`config.mk`:
```
export PLATFORM = sky130hd
export DESIGN_NAME = writeback_arbiter
export DESIGN_NICKNAME = d
export VERILOG_FILES = /design/src/rtl/xctcmsg_pkg.sv /design/src/rtl/rr_arbiter.sv /design/src/rtl/writeback_arbiter.sv
export SDC_FILE = /design/constraint.sdc
export NUM_CORES = 1
export LEC_CHECK = 0
export CAP_MARGIN = 15
export CORE_MARGIN = 3
export CORE_UTILIZATION = 35
export DETAILED_ROUTE_END_ITERATION = 8
export PLACE_DENSITY = 0.81
export SETUP_SLACK_MARGIN = 0.2
export SLEW_MARGIN = 20
export SYNTH_ARGS = -nofsm -noshare
export SYNTH_HDL_FRONTEND = slang
export SYNTH_SLANG_ARGS = --single-unit
```
`constraint.sdc`:
```
create_clock -name clk -period 1.9 [get_ports clk]
set_input_delay 0.38 -clock clk [delete_from_list [all_inputs] [get_ports clk]]
set_output_delay 0.38 -clock clk [all_outputs]
set_load 0.02 [all_outputs]
```
`src/rtl/xctcmsg_pkg.sv`:
```
// xctcmsg_pkg: shared message-unit types and writeback source indices
package xctcmsg_pkg;

    typedef struct packed {
        logic [31:0] value;
        logic        passthrough;
    } writeback_arbiter_data_t;

    localparam int XCTCMSG_WB_SRC_POSTOFFICE = 0;
    localparam int XCTCMSG_WB_SRC_RECEIVE    = 1;

endpackage

```
`src/rtl/rr_arbiter.sv`:
```
// rr_arbiter: combinational rotate-priority encoder starting the scan at ptr
module rr_arbiter #(
    parameter int N     = 2,
    parameter int PTR_W = $clog2(N)
) (
    input  logic [N-1:0]     req,
    input  logic [PTR_W-1:0] ptr,
    output logic [N-1:0]     grant,
    output logic [PTR_W-1:0] idx,
    output logic             any
);

    logic [PTR_W-1:0] j;

    // Scan from farthest to nearest so the entry closest to ptr wins last.
    always_comb begin
        idx = '0;
        j   = '0;
        any = |req;
        for (int k = N - 1; k >= 0; k--) begin
            j = PTR_W'((int'(ptr) + k) % N);
            if (req[j]) idx = j;
        end
        grant = any ? ({{(N-1){1'b0}}, 1'b1} << idx) : '0;
    end

endmodule

```
`src/rtl/writeback_arbiter.sv`:
```
// writeback_arbiter: round-robin share of the core writeback port among
// message-unit producers, through a one-entry valid/ready output register.
module writeback_arbiter
    import xctcmsg_pkg::*;
#(
    parameter int NUM_SOURCES = 2,
    parameter int PTR_W       = $clog2(NUM_SOURCES)
) (
    input  logic                                      clk,
    input  logic                                      rst,
    input  logic                                      flush,
    input  logic [NUM_SOURCES-1:0]                    src_valid,
    input  writeback_arbiter_data_t [NUM_SOURCES-1:0] src_data,
    output logic [NUM_SOURCES-1:0]                    src_acknowledge,
    output logic                                      wb_valid,
    input  logic                                      wb_ready,
    output writeback_arbiter_data_t                   wb_data,
    output logic [PTR_W-1:0]                          grant_idx
);

    logic                    out_valid;
    writeback_arbiter_data_t out_data;
    logic [PTR_W-1:0]        rr_ptr;
    logic [NUM_SOURCES-1:0]  rr_grant;
    logic [PTR_W-1:0]        rr_idx;
    logic                    rr_any;
    logic                    grant_en;

    rr_arbiter #(.N(NUM_SOURCES), .PTR_W(PTR_W)) u_rr (
        .req   (src_valid),
        .ptr   (rr_ptr),
        .grant (rr_grant),
        .idx   (rr_idx),
        .any   (rr_any)
    );

    // wb_ready only matters while the output register is occupied.
    always_comb begin
        grant_en        = !rst && !flush && (!out_valid || wb_ready) && rr_any;
        src_acknowledge = grant_en ? rr_grant : '0;
        grant_idx       = rr_idx;
        wb_valid        = out_valid;
        wb_data         = out_data;
    end

    always_ff @(posedge clk or posedge rst) begin
        if (rst) begin
            out_valid <= 1'b0;
            rr_ptr    <= '0;
        end else if (flush) begin
            out_valid <= 1'b0;
        end else if (grant_en) begin
            out_valid <= 1'b1;
            rr_ptr    <= (rr_idx == PTR_W'(NUM_SOURCES - 1)) ? '0 : rr_idx + 1'b1;
        end else if (wb_ready) begin
            out_valid <= 1'b0;
        end
    end

    always_ff @(posedge clk) begin
        if (grant_en) out_data <= src_data[rr_idx];
    end

    for (genvar i = 0; i < NUM_SOURCES; i++) begin : g_hold
        a_hold: assert property (@(posedge clk) disable iff (rst)
            (src_valid[i] && !src_acknowledge[i] && !flush) |=> src_valid[i]);
    end

endmodule

```
; ---- Word level (Yosys, flattened, before mapping)
; Cells that the tools add are included.
[classes]
bitwise = 1
order_cmp = 3
shifts = 1
muxes = 14
n_addsub = 2
reduce_logical = 10
[op_table]
columns = cell, n
row1 = two-way mux 33 bit, 2
row2 = two-way mux 1 bit, 10
row3 = less-than comparator 1 x 2 -> 1 bit (second input constant), 3
row4 = two-way mux 2 bit, 2
row5 = logical AND 1 bit, 3
row6 = logical NOT 1 bit, 3
row7 = nonzero test 3 bit, 1
row8 = adder 1 bit (second input constant), 2
row9 = AND reduction 2 bit, 1
row10 = OR reduction 2 bit, 1
row11 = << shifter 1 x 1 -> 2 bit (first input constant), 1
row12 = logical OR 1 bit, 1
row13 = NOT 1 bit, 1
[totals]
reg_bits = 35
wordCells = 35
output_inout_bits = 37
input_bits = 72

; ---- Longest topological paths before layout
[logic_depth]
word_depth = 8
mapped_depth = 5
mapped_depth_nobuf = 4

; ---- By module
; A second synthesis with hierarchy kept.
[unflattened]
cells_unflattened = 86
hier_area_um2 = 1699.1
[modules_own_cells]
columns = mod, n_inst, area_each_um2, seq_area_each_um2, cells_per_inst
row1 = writeback_arbiter, 1, 1666.6, 1041.0, 81
row2 = rr_arbiter, 1, 32.5, 0.0, 5

; ---- Worst setup path before layout
; No wires, ideal clock.
[synth_path]
path_type = in2out
from = input src_valid[0]
to = output src_acknowledge[0]
n_path_buf = 1
t_arrival_ns = 1.290
setup_slack_ns = 0.230
cell_stages = 5
cell_sequence = inv_1 o21ai_4 buf_8 inv_1 nor2_1
[synth_via]
elab_chain_cells = 7
elab_cells_between_ends = 11
classes_between = shift (1) / mux (8) / reduce/logical (2)
[synth_rtl]
columns = element, line_no
row1 = start: declaration, writeback_arbiter.sv:12  ; input logic [NUM_SOURCES-1:0] src_valid,
row2 = two-way mux 1 bit (not written as such) (2 in a row), rr_arbiter.sv:22  ; if (req[j]) idx = j;
row3 = two-way mux 1 bit, rr_arbiter.sv:22
row4 = two-way mux 1 bit *, rr_arbiter.sv:22
row5 = via grant_idx, writeback_arbiter.sv:18  ; output logic [PTR_W-1:0] grant_idx
row6 = << shifter 1 x 1 -> 2 bit *, rr_arbiter.sv:24  ; grant = any ? ({{(N-1){1'b0}}, 1'b1} << idx) : '0;
row7 = two-way mux 2 bit *, rr_arbiter.sv:24
row8 = two-way mux 2 bit *, writeback_arbiter.sv:40  ; src_acknowledge = grant_en ? rr_grant : '0;
row9 = end: declaration, writeback_arbiter.sv:14  ; output logic [NUM_SOURCES-1:0] src_acknowledge,
; Mark *: on every way through the listed nets, which the timed path passes. The rest lies on a longest branch. The select of a mux whose other input is x is not followed.

; ---- Worst setup path in the final report
[layout_path]
from = register out_valid, in the netlist wb_valid
to = output src_acknowledge[1]
[layout_via]
elab_chain_cells = 5
[layout_rtl]
columns = element, line_no
row1 = start: declaration, writeback_arbiter.sv:21  ; logic out_valid;
row2 = start signal: assignment, writeback_arbiter.sv:48  ; out_valid <= 1'b0;
row3 = start signal: assignment, writeback_arbiter.sv:51  ; out_valid <= 1'b0;
row4 = start signal: assignment, writeback_arbiter.sv:53  ; out_valid <= 1'b1;
row5 = logical NOT 1 bit, writeback_arbiter.sv:39  ; grant_en = !rst && !flush && (!out_valid || wb_ready) && rr_any;
row6 = logical OR 1 bit, writeback_arbiter.sv:39
row7 = logical AND 1 bit (2 in a row), writeback_arbiter.sv:39
row8 = two-way mux 2 bit, writeback_arbiter.sv:40
; Every way passes these cells.

==> impl_results.html <==
<table>
<tr><th>Metric</th><th>Value</th></tr>
<tr><th colspan="2">Run status</th></tr>
<tr><td>Result of the run</td><td>finished, final reports clean</td></tr>
<tr><th colspan="2">Timing</th></tr>
<tr><td>Number of max-slew violations in the final report</td><td>0</td></tr>
<tr><td>Tightest Pin Transition</td><td>261 ps</td></tr>
<tr><td>Final hold violation count</td><td>0</td></tr>
<tr><td>Max Clock Freq</td><td>546 MHz</td></tr>
<tr><td>Unrepaired setup endpoints after global routing</td><td>true</td></tr>
<tr><td>TNS Setup</td><td>0 ps</td></tr>
<tr><td>Worst-case headroom to the max-slew limit</td><td>82.5%</td></tr>
<tr><td>Tmin final</td><td>1830 ps</td></tr>
<tr><td>Final clock period utilization by the worst path</td><td>96.4%</td></tr>
<tr><td>Worst path setup slack after routing</td><td>68.5 ps</td></tr>
<tr><td>Worst hold slack across all endpoints</td><td>103 ps</td></tr>
<tr><td>Final setup violating endpoints</td><td>0</td></tr>
<tr><td>Worst-case clock skew</td><td>8.85 ps</td></tr>
<tr><th colspan="2">Finish</th></tr>
<tr><td>Fin nets</td><td>279</td></tr>
<tr><td>Non-Filler Cell Area, Final</td><td>0.00285 sq mm</td></tr>
<tr><td>Layout cell share with drive strength beyond 1</td><td>27.9%</td></tr>
<tr><td>Commonest cells after routing, fill and taps aside</td><td>clkdlybuf4s50_1, edfxtp_1, mux2_2, buf_4</td></tr>
<tr><td>Commonest non-fill, non-tap cell in the layout</td><td>clkdlybuf4s50_1</td></tr>
<tr><td>Antenna cells</td><td>0</td></tr>
<tr><td>Post-Layout Cell Count</td><td>258</td></tr>
<tr><td>Final cell utilization of the core</td><td>68.9%</td></tr>
<tr><td>Number of filler instances in the final layout</td><td>286</td></tr>
<tr><td>Area of combinational cells with multiple inputs</td><td>470 sq um</td></tr>
<tr><td>Synth-to-Final Area Change</td><td>84.4%</td></tr>
<tr><td>Sequential cell area</td><td>0.00104 sq mm</td></tr>
<tr><th colspan="2">Power and ir drop</th></tr>
<tr><td>Leak Pwr</td><td>1.05 nW</td></tr>
<tr><td>Power per unit of standard cell area</td><td>661 mW/mm^2</td></tr>
<tr><td>Pwr Total</td><td>1.89 mW</td></tr>
<tr><td>VDD IR max</td><td>0.467 mV</td></tr>
<tr><th colspan="2">Drt</th></tr>
<tr><td>Via-to-Cell Ratio</td><td>4.69</td></tr>
<tr><td>Number of nets with antenna violations after routing</td><td>0</td></tr>
<tr><td>Drt first-iter violations</td><td>32</td></tr>
<tr><td>Routed via count</td><td>1,210</td></tr>
<tr><td>Total iterations of the first detailed-routing run</td><td>2</td></tr>
<tr><td>Drc violations</td><td>0</td></tr>
<tr><td>Total Wirelength</td><td>4150 um</td></tr>
<tr><td>Average wire per cell in the routed design</td><td>16.1 um</td></tr>
<tr><th colspan="2">Critical path</th></tr>
<tr><td>FF-to-FF setup slack</td><td>300 ps</td></tr>
<tr><td>Worst-path maximum fanout</td><td>3</td></tr>
<tr><td>Worst reg-to-reg path cell count</td><td>5</td></tr>
<tr><td>R2R Path Start</td><td>wb_valid</td></tr>
<tr><td>Endpoint of the most critical register-to-register path</td><td>wb_data[29]</td></tr>
<tr><td>Data required time at the worst endpoint</td><td>1520 ps</td></tr>
<tr><td>Type of origin of the critical path</td><td>flop</td></tr>
<tr><td>Signal arrival time at the worst endpoint</td><td>1450 ps</td></tr>
<tr><td>Crit path kind</td><td>flop to output pin</td></tr>
<tr><td>Critical path capture point type</td><td>output pin</td></tr>
<tr><th colspan="2">Placed design</th></tr>
<tr><td>Post-detailed-placement cell area</td><td>0.00273 sq mm</td></tr>
<tr><td>Final weighted congestion in routability-driven placement</td><td>0.755</td></tr>
<tr><td>Worst slack at placement</td><td>-600 ps</td></tr>
<tr><td>Instance count after placement with tap cells included</td><td>248</td></tr>
<tr><td>Count of buffers inserted at the top-level ports</td><td>108</td></tr>
<tr><td>Sum of net half-perimeters after detailed placement</td><td>3300 um</td></tr>
<tr><th colspan="2">Synth</th></tr>
<tr><td>Compound-gate portion of the synthesized area</td><td>1.86%</td></tr>
<tr><td>Multiplexer area fraction after synthesis</td><td>24.7%</td></tr>
<tr><td>Simple-gate share of the synthesized area</td><td>2.02%</td></tr>
<tr><td>Synth Warn #</td><td>0</td></tr>
<tr><td>Area of the mapped netlist</td><td>0.00155 sq mm</td></tr>
<tr><td>Post-synth net total</td><td>157</td></tr>
<tr><td>Average cell area after synthesis</td><td>18.2 sq um</td></tr>
<tr><td>Post-synthesis adder-cell area fraction</td><td>0%</td></tr>
<tr><td>Synth Area in XOR/XNOR</td><td>0%</td></tr>
<tr><td>Count of state elements after synthesis</td><td>35</td></tr>
<tr><td>Seq/Total Area, Yosys</td><td>67.3%</td></tr>
<tr><td>Yosys cell types</td><td>15</td></tr>
<tr><td>Synthesized instance count</td><td>85</td></tr>
<tr><td>Largest family of logic cells by synthesized area</td><td>multiplexers</td></tr>
<tr><th colspan="2">Floorplan</th></tr>
<tr><td>Die area</td><td>0.00526 sq mm</td></tr>
<tr><td>I/O pins</td><td>109</td></tr>
<tr><td># rows</td><td>23</td></tr>
<tr><td>Core box area</td><td>0.00414 sq mm</td></tr>
<tr><td>Die width</td><td>72.5 um</td></tr>
<tr><td>Initial standard-cell utilization of the core</td><td>37.3%</td></tr>
<tr><td>Vert. Die Dim</td><td>72.5 um</td></tr>
<tr><th colspan="2">GRT</th></tr>
<tr><td>Maximum number of pins on one net before global-route repair</td><td>19</td></tr>
<tr><td>Wire length of the first global-routing pass</td><td>6290 um</td></tr>
<tr><td>Initial antenna violation count</td><td>0</td></tr>
<tr><td>Vias in the first global route</td><td>1,302</td></tr>
<tr><td>Overflow left after global routing</td><td>0</td></tr>
<tr><td>GRT Overall Usage</td><td>16.5%</td></tr>
<tr><th colspan="2">Clock network</th></tr>
<tr><td>Worst-skew pair later-pin latency</td><td>280 ps</td></tr>
<tr><td>CTS tree</td><td>done</td></tr>
<tr><td>Number of buffers inserted by hold repair at cts</td><td>0</td></tr>
<tr><td>Number of H-tree levels</td><td>2</td></tr>
<tr><td>Number of buffers inserted during clock tree synthesis</td><td>5</td></tr>
<tr><td>Buffer type at the clock tree root</td><td>clkbuf_8</td></tr>
<tr><td>Clock sink total</td><td>35</td></tr>
<tr><td>Clk slew on worst S/H paths</td><td>70 ps</td></tr>
<tr><td>Number of buffers on the longest clock path</td><td>2</td></tr>
<tr><th colspan="2">Run</th></tr>
<tr><td>Max_cap viols</td><td>0</td></tr>
<tr><th colspan="2">Min path</th></tr>
<tr><td>Worst min-delay path category</td><td>primary input to asynchronous set/reset pin</td></tr>
</table>
==> synthesized netlist by cell type, drive strengths merged <==
master	number	area (sq um)
nor2	2	7.51
or3	1	11.3
edfxtp	33	991
nand2b	1	6.26
buf	3	45.0
inv	4	15.0
clkinv	1	5.00
a21oi	1	5.00
dfrtp	2	50.1
mux2	33	372
o21bai	1	7.51
nor2b	1	6.26
mux2i	1	10.0
o21ai	1	16.3
==> worst max-delay path by stage <==
| stage | slack [ps] | endpoint | from | depth (start not counted) |
|---|---|---|---|---|
| finish | 70 | src_acknowledge[1] | wb_valid | 4 |
| detailed placement | -600 | src_acknowledge[0] | rst | 5 |
| CTS | 60 | src_acknowledge[1] | wb_valid | 4 |
| floorplan | 230 | src_acknowledge[0] | src_valid[0] | 5 |
| global placement | -540 | src_acknowledge[1] | rst | 5 |
| global route | 20 | src_acknowledge[1] | wb_valid | 4 |
==> per-layer routing <==
layer / global-route usage, % / vias to the layer above / share of wire (%)
met5: 0 / - / 0
met4: 6.76 / 0 / 1.3
met3: 10.4 / 4 / 14
met2: 28.0 / 70 / 52
met1: 15.9 / 574 / 32
li1: - / 562 / -
==> kinds of logic after synthesis <==
logic type	count (synthesis)
and+or+nand+nor	5
AOI/OAI and AO/OA	3
muxes	34
DFF	35
buffers and inverters	8
==> area by class of cell <==
cell class                 count  share of cell area [%]
timing repair buffer         118                    41.3
sequential                    35                    36.5
multi-input combinational     42                    16.5
inverter                       5                   0.701
tap                           50                    2.19
clock buffer                   7                    2.67
clock inverter                 1                   0.175
==> report_power, final <==
group          switching (mW)  internal [mW]
combinational           0.170          0.295
clock                   0.246          0.257
sequential             0.0150          0.903
total                   0.431           1.46
==> what timing repair did <==
action | CTS | global route
resized for setup | 24 | 6
setup buffers | 0 | 2
endpoints found under the setup margin | 54 | 3
pin swaps | 2 | 1
==> registers in the layout (all words and copies together) (netlist names) <==
register / cells
wb_data: 33
rr_ptr: 1
wb_valid: 1
==> critical path, stage by stage, from the launching register on <==
cell	delay, ps
dfrtp_1	400
nor2b_4	130
or3_4	390
nor2_2	120
buf_6	130
No activity file was read; power rests on OpenSTA's default activity.
